===== config.mk =====
export PLATFORM = sky130hd
export DESIGN_NAME = choco_dispenser
export DESIGN_NICKNAME = d
export VERILOG_FILES = /design/src/rtl/choco_dispenser.sv
export SDC_FILE = /design/constraint.sdc
export NUM_CORES = 1
export LEC_CHECK = 0
export BUFFER_PORTS_ARGS = -buffer_cell sky130_fd_sc_hd__clkbuf_2
export CAP_MARGIN = 20
export CORE_MARGIN = 1
export CORE_UTILIZATION = 53
export CTS_BUF_LIST = sky130_fd_sc_hd__clkbuf_8 sky130_fd_sc_hd__clkbuf_16
export DETAILED_ROUTE_END_ITERATION = 16
export HOLD_SLACK_MARGIN = 0.12
export PLACE_DENSITY = 0.75
export SKIP_CTS_REPAIR_TIMING = 1
export SLEW_MARGIN = 0
export SYNTH_ARGS = -nofsm -noshare
export SYNTH_HDL_FRONTEND = slang
export SYNTH_SLANG_ARGS = --single-unit

===== constraint.sdc =====
create_clock -name i_clk -period 2.2 [get_ports i_clk]
set_input_delay 0.11 -clock i_clk [delete_from_list [all_inputs] [get_ports i_clk]]
set_output_delay 0.11 -clock i_clk [all_outputs]
set_load 0.01 [all_outputs]

===== src/rtl/choco_dispenser.sv =====
// Downstream stage of the chocolate vending FSM: queues one-hot item requests, drives one motor
// per vend, confirms each drop with a sensor timeout, and tracks per-item stock.
module choco_dispenser #(
  parameter int unsigned MOTOR_CYCLES   = 8,
  parameter int unsigned TIMEOUT_CYCLES = 32,
  parameter int unsigned STOCK_INIT     = 15,
  parameter int unsigned STOCK_W        = 4
) (
  input  logic       i_clk,
  input  logic       i_rst_n,
  input  logic [2:0] i_chocolate,
  input  logic       i_drop_sensor,
  input  logic       i_refill,
  output logic [2:0] o_motor,
  output logic       o_busy,
  output logic       o_fault,
  output logic       o_reject,
  output logic       o_vend_done,
  output logic       o_fifo_full,
  output logic [2:0] o_stock_empty
);

  localparam int unsigned TimerMax =
    (MOTOR_CYCLES > TIMEOUT_CYCLES) ? MOTOR_CYCLES : TIMEOUT_CYCLES;
  localparam int unsigned TimerW = $clog2(TimerMax + 1);

  localparam logic [TimerW-1:0]  MotorLoad   = TimerW'(MOTOR_CYCLES);
  localparam logic [TimerW-1:0]  TimeoutLoad = TimerW'(TIMEOUT_CYCLES);
  localparam logic [TimerW-1:0]  TimerOne    = TimerW'(1);
  localparam logic [STOCK_W-1:0] StockLoad   = STOCK_W'(STOCK_INIT);
  localparam logic [STOCK_W-1:0] StockOne    = STOCK_W'(1);

  typedef enum logic [1:0] {StIdle, StSpin, StWaitDrop, StFault} state_e;

  state_e              r_state;
  state_e              w_state_d;
  logic [TimerW-1:0]   r_timer;
  logic [TimerW-1:0]   w_timer_d;
  logic [1:0]          r_item;
  logic [1:0]          w_item_d;
  logic                r_reject;
  logic                r_vend_done;
  logic                w_vend_done_d;

  logic [1:0]          r_mem [4];
  logic [1:0]          r_wr_ptr;
  logic [1:0]          r_rd_ptr;
  logic [2:0]          r_count;

  logic [STOCK_W-1:0]  r_stock      [3];
  logic [STOCK_W-1:0]  w_stock_eff  [3];
  logic [STOCK_W-1:0]  w_stock_next [3];
  logic [STOCK_W-1:0]  w_sel_stock;

  logic                w_req_any;
  logic                w_multi;
  logic [1:0]          w_code;
  logic                w_full;
  logic                w_push;
  logic                w_reject;
  logic                w_pop;

  // ---------------------------------------------------------------------------
  // Input acceptance
  // ---------------------------------------------------------------------------
  assign w_req_any = |i_chocolate;
  assign w_multi   = (i_chocolate & (i_chocolate - 3'd1)) != 3'd0;
  assign w_full    = (r_count == 3'd4);

  always_comb begin
    w_code = 2'd0;
    if (i_chocolate[0]) begin
      w_code = 2'd0;
    end else if (i_chocolate[1]) begin
      w_code = 2'd1;
    end else if (i_chocolate[2]) begin
      w_code = 2'd2;
    end
  end

  // A same-cycle refill is applied before the request is judged against stock.
  always_comb begin
    for (int i = 0; i < 3; i++) begin
      w_stock_eff[i] = i_refill ? StockLoad : r_stock[i];
    end
  end

  always_comb begin
    unique case (w_code)
      2'd0:    w_sel_stock = w_stock_eff[0];
      2'd1:    w_sel_stock = w_stock_eff[1];
      default: w_sel_stock = w_stock_eff[2];
    endcase
  end

  assign w_push   = w_req_any && !w_multi && !w_full && (w_sel_stock != '0);
  assign w_reject = w_req_any && !w_push;
  assign w_pop    = (r_state == StIdle) && (r_count != 3'd0);

  always_comb begin
    for (int i = 0; i < 3; i++) begin
      w_stock_next[i] = w_stock_eff[i];
      if (w_push && (w_code == 2'(i))) begin
        w_stock_next[i] = w_stock_eff[i] - StockOne;
      end
    end
  end

  always_ff @(posedge i_clk or negedge i_rst_n) begin
    if (!i_rst_n) begin
      for (int i = 0; i < 3; i++) begin
        r_stock[i] <= StockLoad;
      end
      r_reject <= 1'b0;
    end else begin
      for (int i = 0; i < 3; i++) begin
        r_stock[i] <= w_stock_next[i];
      end
      r_reject <= w_reject;
    end
  end

  // ---------------------------------------------------------------------------
  // Request FIFO, four entries, no bypass
  // ---------------------------------------------------------------------------
  always_ff @(posedge i_clk or negedge i_rst_n) begin
    if (!i_rst_n) begin
      for (int i = 0; i < 4; i++) begin
        r_mem[i] <= 2'd0;
      end
      r_wr_ptr <= 2'd0;
      r_rd_ptr <= 2'd0;
      r_count  <= 3'd0;
    end else begin
      if (w_push) begin
        r_mem[r_wr_ptr] <= w_code;
        r_wr_ptr        <= r_wr_ptr + 2'd1;
      end
      if (w_pop) begin
        r_rd_ptr <= r_rd_ptr + 2'd1;
      end
      unique case ({w_push, w_pop})
        2'b10:   r_count <= r_count + 3'd1;
        2'b01:   r_count <= r_count - 3'd1;
        default: r_count <= r_count;
      endcase
    end
  end

  // ---------------------------------------------------------------------------
  // Vend FSM
  // ---------------------------------------------------------------------------
  always_comb begin
    w_state_d     = r_state;
    w_timer_d     = r_timer;
    w_item_d      = r_item;
    w_vend_done_d = 1'b0;
    unique case (r_state)
      StIdle: begin
        if (w_pop) begin
          w_state_d = StSpin;
          w_timer_d = MotorLoad;
          w_item_d  = r_mem[r_rd_ptr];
        end
      end
      StSpin: begin
        if (r_timer == TimerOne) begin
          w_state_d = StWaitDrop;
          w_timer_d = TimeoutLoad;
        end else begin
          w_timer_d = r_timer - TimerOne;
        end
      end
      StWaitDrop: begin
        if (i_drop_sensor) begin
          w_state_d     = StIdle;
          w_timer_d     = '0;
          w_vend_done_d = 1'b1;
        end else if (r_timer == TimerOne) begin
          w_state_d = StFault;
          w_timer_d = '0;
        end else begin
          w_timer_d = r_timer - TimerOne;
        end
      end
      StFault: begin
        if (i_refill) begin
          w_state_d = StIdle;
        end
      end
      default: begin
        w_state_d = StIdle;
      end
    endcase
  end

  always_ff @(posedge i_clk or negedge i_rst_n) begin
    if (!i_rst_n) begin
      r_state     <= StIdle;
      r_timer     <= '0;
      r_item      <= 2'd0;
      r_vend_done <= 1'b0;
    end else begin
      r_state     <= w_state_d;
      r_timer     <= w_timer_d;
      r_item      <= w_item_d;
      r_vend_done <= w_vend_done_d;
    end
  end

  // ---------------------------------------------------------------------------
  // Outputs, all decoded from registered state
  // ---------------------------------------------------------------------------
  always_comb begin
    o_motor = 3'b000;
    if (r_state == StSpin) begin
      o_motor = 3'b001 << r_item;
    end
  end

  assign o_busy      = (r_state != StIdle);
  assign o_fault     = (r_state == StFault);
  assign o_reject    = r_reject;
  assign o_vend_done = r_vend_done;
  assign o_fifo_full = w_full;

  always_comb begin
    for (int i = 0; i < 3; i++) begin
      o_stock_empty[i] = (r_stock[i] == '0);
    end
  end

endmodule


Word-level counts from Yosys, hierarchy flattened. Cells that the tools add are included.

Register bits after elaboration: 39. Latch bits: 0. Memory bits (writable): 0. ROM bits: 0. Memories: 0.

Add/subtract/negate cells: 9. $mul: 0. Divide/modulo/power cells: 0. $lt $le $gt $ge: 3. Equality and inequality tests: 13. Shift-type cells: 1. Muxes and demuxes: 31. Bitwise logic cells: 3. Reductions and logical operators: 27.

Operator list (number): $mux 4 (6); $mux 6 (4); $mux 2 (11); $pmux 6 s3 (1); $logic_not 4->1 (3); $sub 4x1->4 const B (3); $logic_and 1x1->1 (9); $reduce_bool 3->1 (3); $bwmux 8 (1); $eq 2x2->1 const B (4); $pmux 2 s4 (1); $pmux 4 s2 (1); $eq 2x1->1 const B (3); $eq 6x1->1 const B (1); $ge 3x3->1 const B (2); $ne 2x2->1 const B (3); $not 2->3 (2); $pmux 3 s2 (1); $sub 3x1->3 const B (2); $sub 6x1->6 const B (1); $add 2x1->2 const B (2); $bmux 2 s2 (1); $demux 2 s2 (1); $logic_not 2->1 (2); other kinds (14) (19).

Longest topological paths before layout.
Depth after elaboration: 9. Gate-level depth with buffers: 12. Mapped depth without buffers: 11.

Least setup slack after synthesis. OpenSTA, ideal clock, no wires.

Path kind: register to register. From: register r_stock[8] (netlist bit). To: register r_count[2]. Arrival: 2.363 ns. Data required time: 2.121 ns. Setup slack: -0.242 ns. Stages on the path, launching flop included: 12. Period minus slack after synthesis: 2.442 ns. Cell sequence: dfstp_2 > nor4_2 > nor3b_2 > a21boi_2 > and2_1 > inv_1 > ha_1 > inv_1 > fa_1 > xor2_1 > nor2_1 > xor2_1.

Cells in the longest elaborated chain, start to end: 6.

RTL lines: start, declared (line 50) `logic [STOCK_W-1:0] r_stock [3];`; start signal, assigned by index (line 112) `r_stock[i] <= StockLoad;`; start signal, assigned by index (line 117) `r_stock[i] <= w_stock_next[i];`; $mux 4 (*) (line 84) `w_stock_eff[i] = i_refill ? StockLoad : r_stock[i];`; $pmux 4 s2 (*) (line 89) `unique case (w_code)`; $reduce_bool 4->1 (*) (line 96) `assign w_push = w_req_any && !w_multi && !w_full && (w_sel_stock != '0);`; $logic_and 1x1->1 (*) (line 96); $eq 2x1->1 / $eq 2x2->1 (equally long branches) (line 142) `unique case ({w_push, w_pop})`; $pmux 3 s2 / $reduce_bool 2->1 (equally long branches); end signal, assigned (line 143) `2'b10: r_count <= r_count + 3'd1;`; end signal, assigned (line 144) `2'b01: r_count <= r_count - 3'd1;`; end signal, assigned (line 145) `default: r_count <= r_count;`; end, declared (line 48) `logic [2:0] r_count;`.

Every way passes the cells marked *; elsewhere a longest branch is shown, timed or not. A chain may end at the register's enable or synchronous reset.

Worst setup path in the final report. Ends and elaborated chain as after synthesis.

==> flow_summary.json <==
{
  "status": "finished with violations",
  "violations": "setup timing",
  "grt_max_degree": 26,
  "cpLargestDelayFamily": "simple AND/OR/NAND/NOR gates",
  "pin_count": 18,
  "cts_tree": "done",
  "final_antenna_net_count": 0,
  "synthMostInstantiatedCell": "dfrtp_1",
  "path_common_cell": "inv_2",
  "leakagePower_uw": 0.00117,
  "ys.flop_type": "dfrtp_1",
  "endpoint_kind": "register",
  "clock_sink_count": 39,
  "register_area_um2": 991,
  "skew_ns": 0.00930,
  "p_int_uw": 1840,
  "synthTopCellsByCount": "dfrtp_1, nor2_1, nand2_1",
  "synth_compound_area_share_pct": 9.45,
  "diodes": 0,
  "power_switching_uw": 1110,
  "area_delta_synth_final_pct": 17.8,
  "slowest_stage": "dfstp_2",
  "ys_seq_elements": 39,
  "cp-start-kind": "register",
  "worstMarginPinSlew_ns": 0.443,
  "p_seq_share_pct": 38.8,
  "gp_congestion": 0.797,
  "yosys.area_share.adder_pct": 9.57,
  "p_clk_share_pct": 17.0,
  "rsz0062_at_grt": "yes",
  "yosysUniqueCellTypes": 44,
  "period_needed_ns": 2.24,
  "hold_path_depth": 3,
  "min_period_over_period_pct": 102,
  "worst_slack_ns": -0.0373,
  "crit_fanout": 3,
  "drcViolationCount": 0,
  "synth_area_um2": 2170,
  "synth_top_cell_by_area": "dfrtp_1",
  "antenna_found_initial": 0,
  "cap_violations": 0,
  "grt_pass1_wl_um": 7010,
  "ys_seq_area_share_pct": 45.6,
  "grt_overflow": 0,
  "final_layout_size_suffix_gt1_share_pct": 31.6,
  "setup_viol": 1,
  "drt_iter0_markers": 117,
  "synth_area_leaders": "dfrtp_1, dfstp_2, ha_1",
  "fmax_ghz": 0.447,
  "synth_mux_area_share_pct": 6.69,
  "grt_pass1_vias": 1567,
  "synth_top_family_by_area": "simple AND/OR/NAND/NOR gates",
  "slew_viol_final": 0,
  "numCtsBuffers": 5,
  "cp.depth": 11,
  "ys_warn_count": 0,
  "slowest_delay_ns": 0.39,
  "root_buffer": "clkbuf_8",
  "worstSetupPathType": "reg -> reg",
  "hold_viol": 0,
  "routed_wl_um": 3990,
  "num_vias": 1589,
  "avgRoutedWirePerCell_um": 13.7,
  "die_x_um": 66,
  "clk_path_buf_depth": 2,
  "path_buf_inv": 2,
  "setup-tns-final_ns": -0.0373,
  "synth-simple-area-share_pct": 20.8,
  "dieArea_um2": 4360,
  "grt.total_usage_pct": 21.7,
  "critical_path_arrival_ns": 2.46,
  "maxSlewHeadroom_pct": 70.3,
  "async_flop_share_pct": 100,
  "hold_path_class": "in -> reg",
  "crit_chain": "nor4_4 -> nor3b_4 -> a21boi_2 -> and2_4 -> inv_2 -> ha_4 -> inv_2 -> fa_2 -> xor2_2 -> nor2_1 -> xor2_1",
  "power_density_nw_per_um2": 1150,
  "comb_power_share_pct": 44.3,
  "synth_edf_count": 0,
  "syn_nets": 229,
  "syn_area_per_cell_um2": 10.5,
  "power.share.switching_pct": 37.5,
  "coreArea_um2": 3800,
  "total_power_uw": 2950,
  "io_buffers": 17,
  "via_per_inst": 5.44,
  "syn-instance-count": 206,
  "cp.required_ns": 2.43,
  "rows": 22,
  "synth_xor_area_share_pct": 4.84,
  "dr.pass1.iters": 4,
  "r2r_cells": 11,
  "multi_input_area_um2": 1150,
  "netlist.area_leader.share_pct": 31.1,
  "peakVddDrop_mv": 0.608,
  "dp_hpwl_um": 3090,
  "final_nets": 266,
  "clk_latency_ns": 0.30,
  "chipHeight_um": 66,
  "start_util_pct": 57.1,
  "nFillCells": 288,
  "clk_pin_slew_worst_paths_ns": 0.08,
  "htree_levels": 2
}
## placed cells by master, fill, tap and decap left out, types with 2 or more instances in the layout
cell / netlist / layout
a21oi_1: 6 / 6
nor4_1: 2 / 2
dfrtp_1: 27 / 27
mux4_2: 2 / 2
nor3b_1: 2 / 2
mux2_2: 8 / 8
clkbuf_8: 0 / 6
nand2b_1: 7 / 7
buf_4: 0 / 13
o21ai_0: 11 / 11
xnor2_1: 8 / 8
and3_1: 3 / 3
o41ai_1: 2 / 2
dlygate4sd3_1: 0 / 2
clkbuf_2: 0 / 17
a31oi_1: 2 / 2
ha_1: 15 / 14
inv_1: 15 / 14
inv_2: 0 / 2
nand2_1: 16 / 16
xor2_1: 4 / 3
nand3_1: 6 / 6
dfstp_2: 12 / 12
nor3_1: 11 / 11
or3_1: 2 / 2
and2_1: 3 / 2
nor2b_1: 2 / 2
nor2_1: 17 / 17
a21o_1: 3 / 3
## power groups by stage
stage               clock, uW  sequential, uW  combinational, uW
floorplan                   0            1110                952
global placement            0            1140               1220
detailed placement          0            1160               1270
CTS                       510            1140               1280
global route              542            1170               1470
finish                    500            1140               1310
## tightest hold or removal path, cell delays in order
cell and delay (ns):
clkbuf_2 0.14, nor2_2 0.08, xnor2_1 0.12
## state kept, by name, indices dropped and copies added, names as in the netlist
signal,flops
o_vend_done,1
r_state,2
r_stock,12
o_reject,1
r_item,2
r_mem,8
r_rd_ptr,2
r_count,3
r_timer,6
r_wr_ptr,2
## worst paths after layout
kind	from	endpoint	slack, ns
hold reg to reg	r_timer[4]$_DFFE_PN0P_	r_timer[4]$_DFFE_PN0P_	0.49
max in group asynchronous	i_rst_n	r_stock[0]$_DFF_PN1_	1.24
min in group asynchronous	i_rst_n	r_mem[6]$_DFFE_PN0P_	0.25
setup / recovery	r_stock[8]$_DFF_PN1_	r_count[2]$_DFFE_PN0P_	-0.04
hold / removal	i_refill	r_stock[4]$_DFF_PN1_	0.15
setup reg to reg	r_stock[8]$_DFF_PN1_	r_count[2]$_DFFE_PN0P_	-0.04
## metal layers
layer | track usage [%] | wire [um] | vias up
met5 | 0 | 0 | -
met4 | 9.57 | 66 | 0
met3 | 4.48 | 131 | 7
met2 | 35.8 | 1980 | 28
met1 | 27.3 | 1810 | 766
li1 | - | - | 788
## kinds of logic after synthesis
family / Yosys count
flops: 39
fa+ha+maj: 16
xor+xnor: 12
simple gates: 80
compound gates: 31
mux: 11
buf+inv: 17
## cell type report
cell class	count	area share, %
Clock buffer	6	3.23
Clock inverter	2	0.343
Inverter	15	2.20
Multi-Input combinational cell	150	45.2
Sequential cell	39	38.8
Tap cell	48	2.35
Timing Repair Buffer	32	7.93
## stage by stage
stage	instances	hold WS, ns	instance area [um^2]	utilization [%]	setup slack [ns]
4_1_cts	287	-0.288	2510	66.0	-0.0858
3_3_place_gp	279	0.0395	2410	63.6	0.0361
3_5_place_dp	279	0.0382	2410	63.6	-0.0683
2_1_floorplan	206	-0.186	2200	-	-0.0671
6_report	292	0.153	2560	67.3	-0.0373
5_1_grt	292	0.171	2560	67.3	-0.144
No activity file was read; power rests on OpenSTA's default activity.
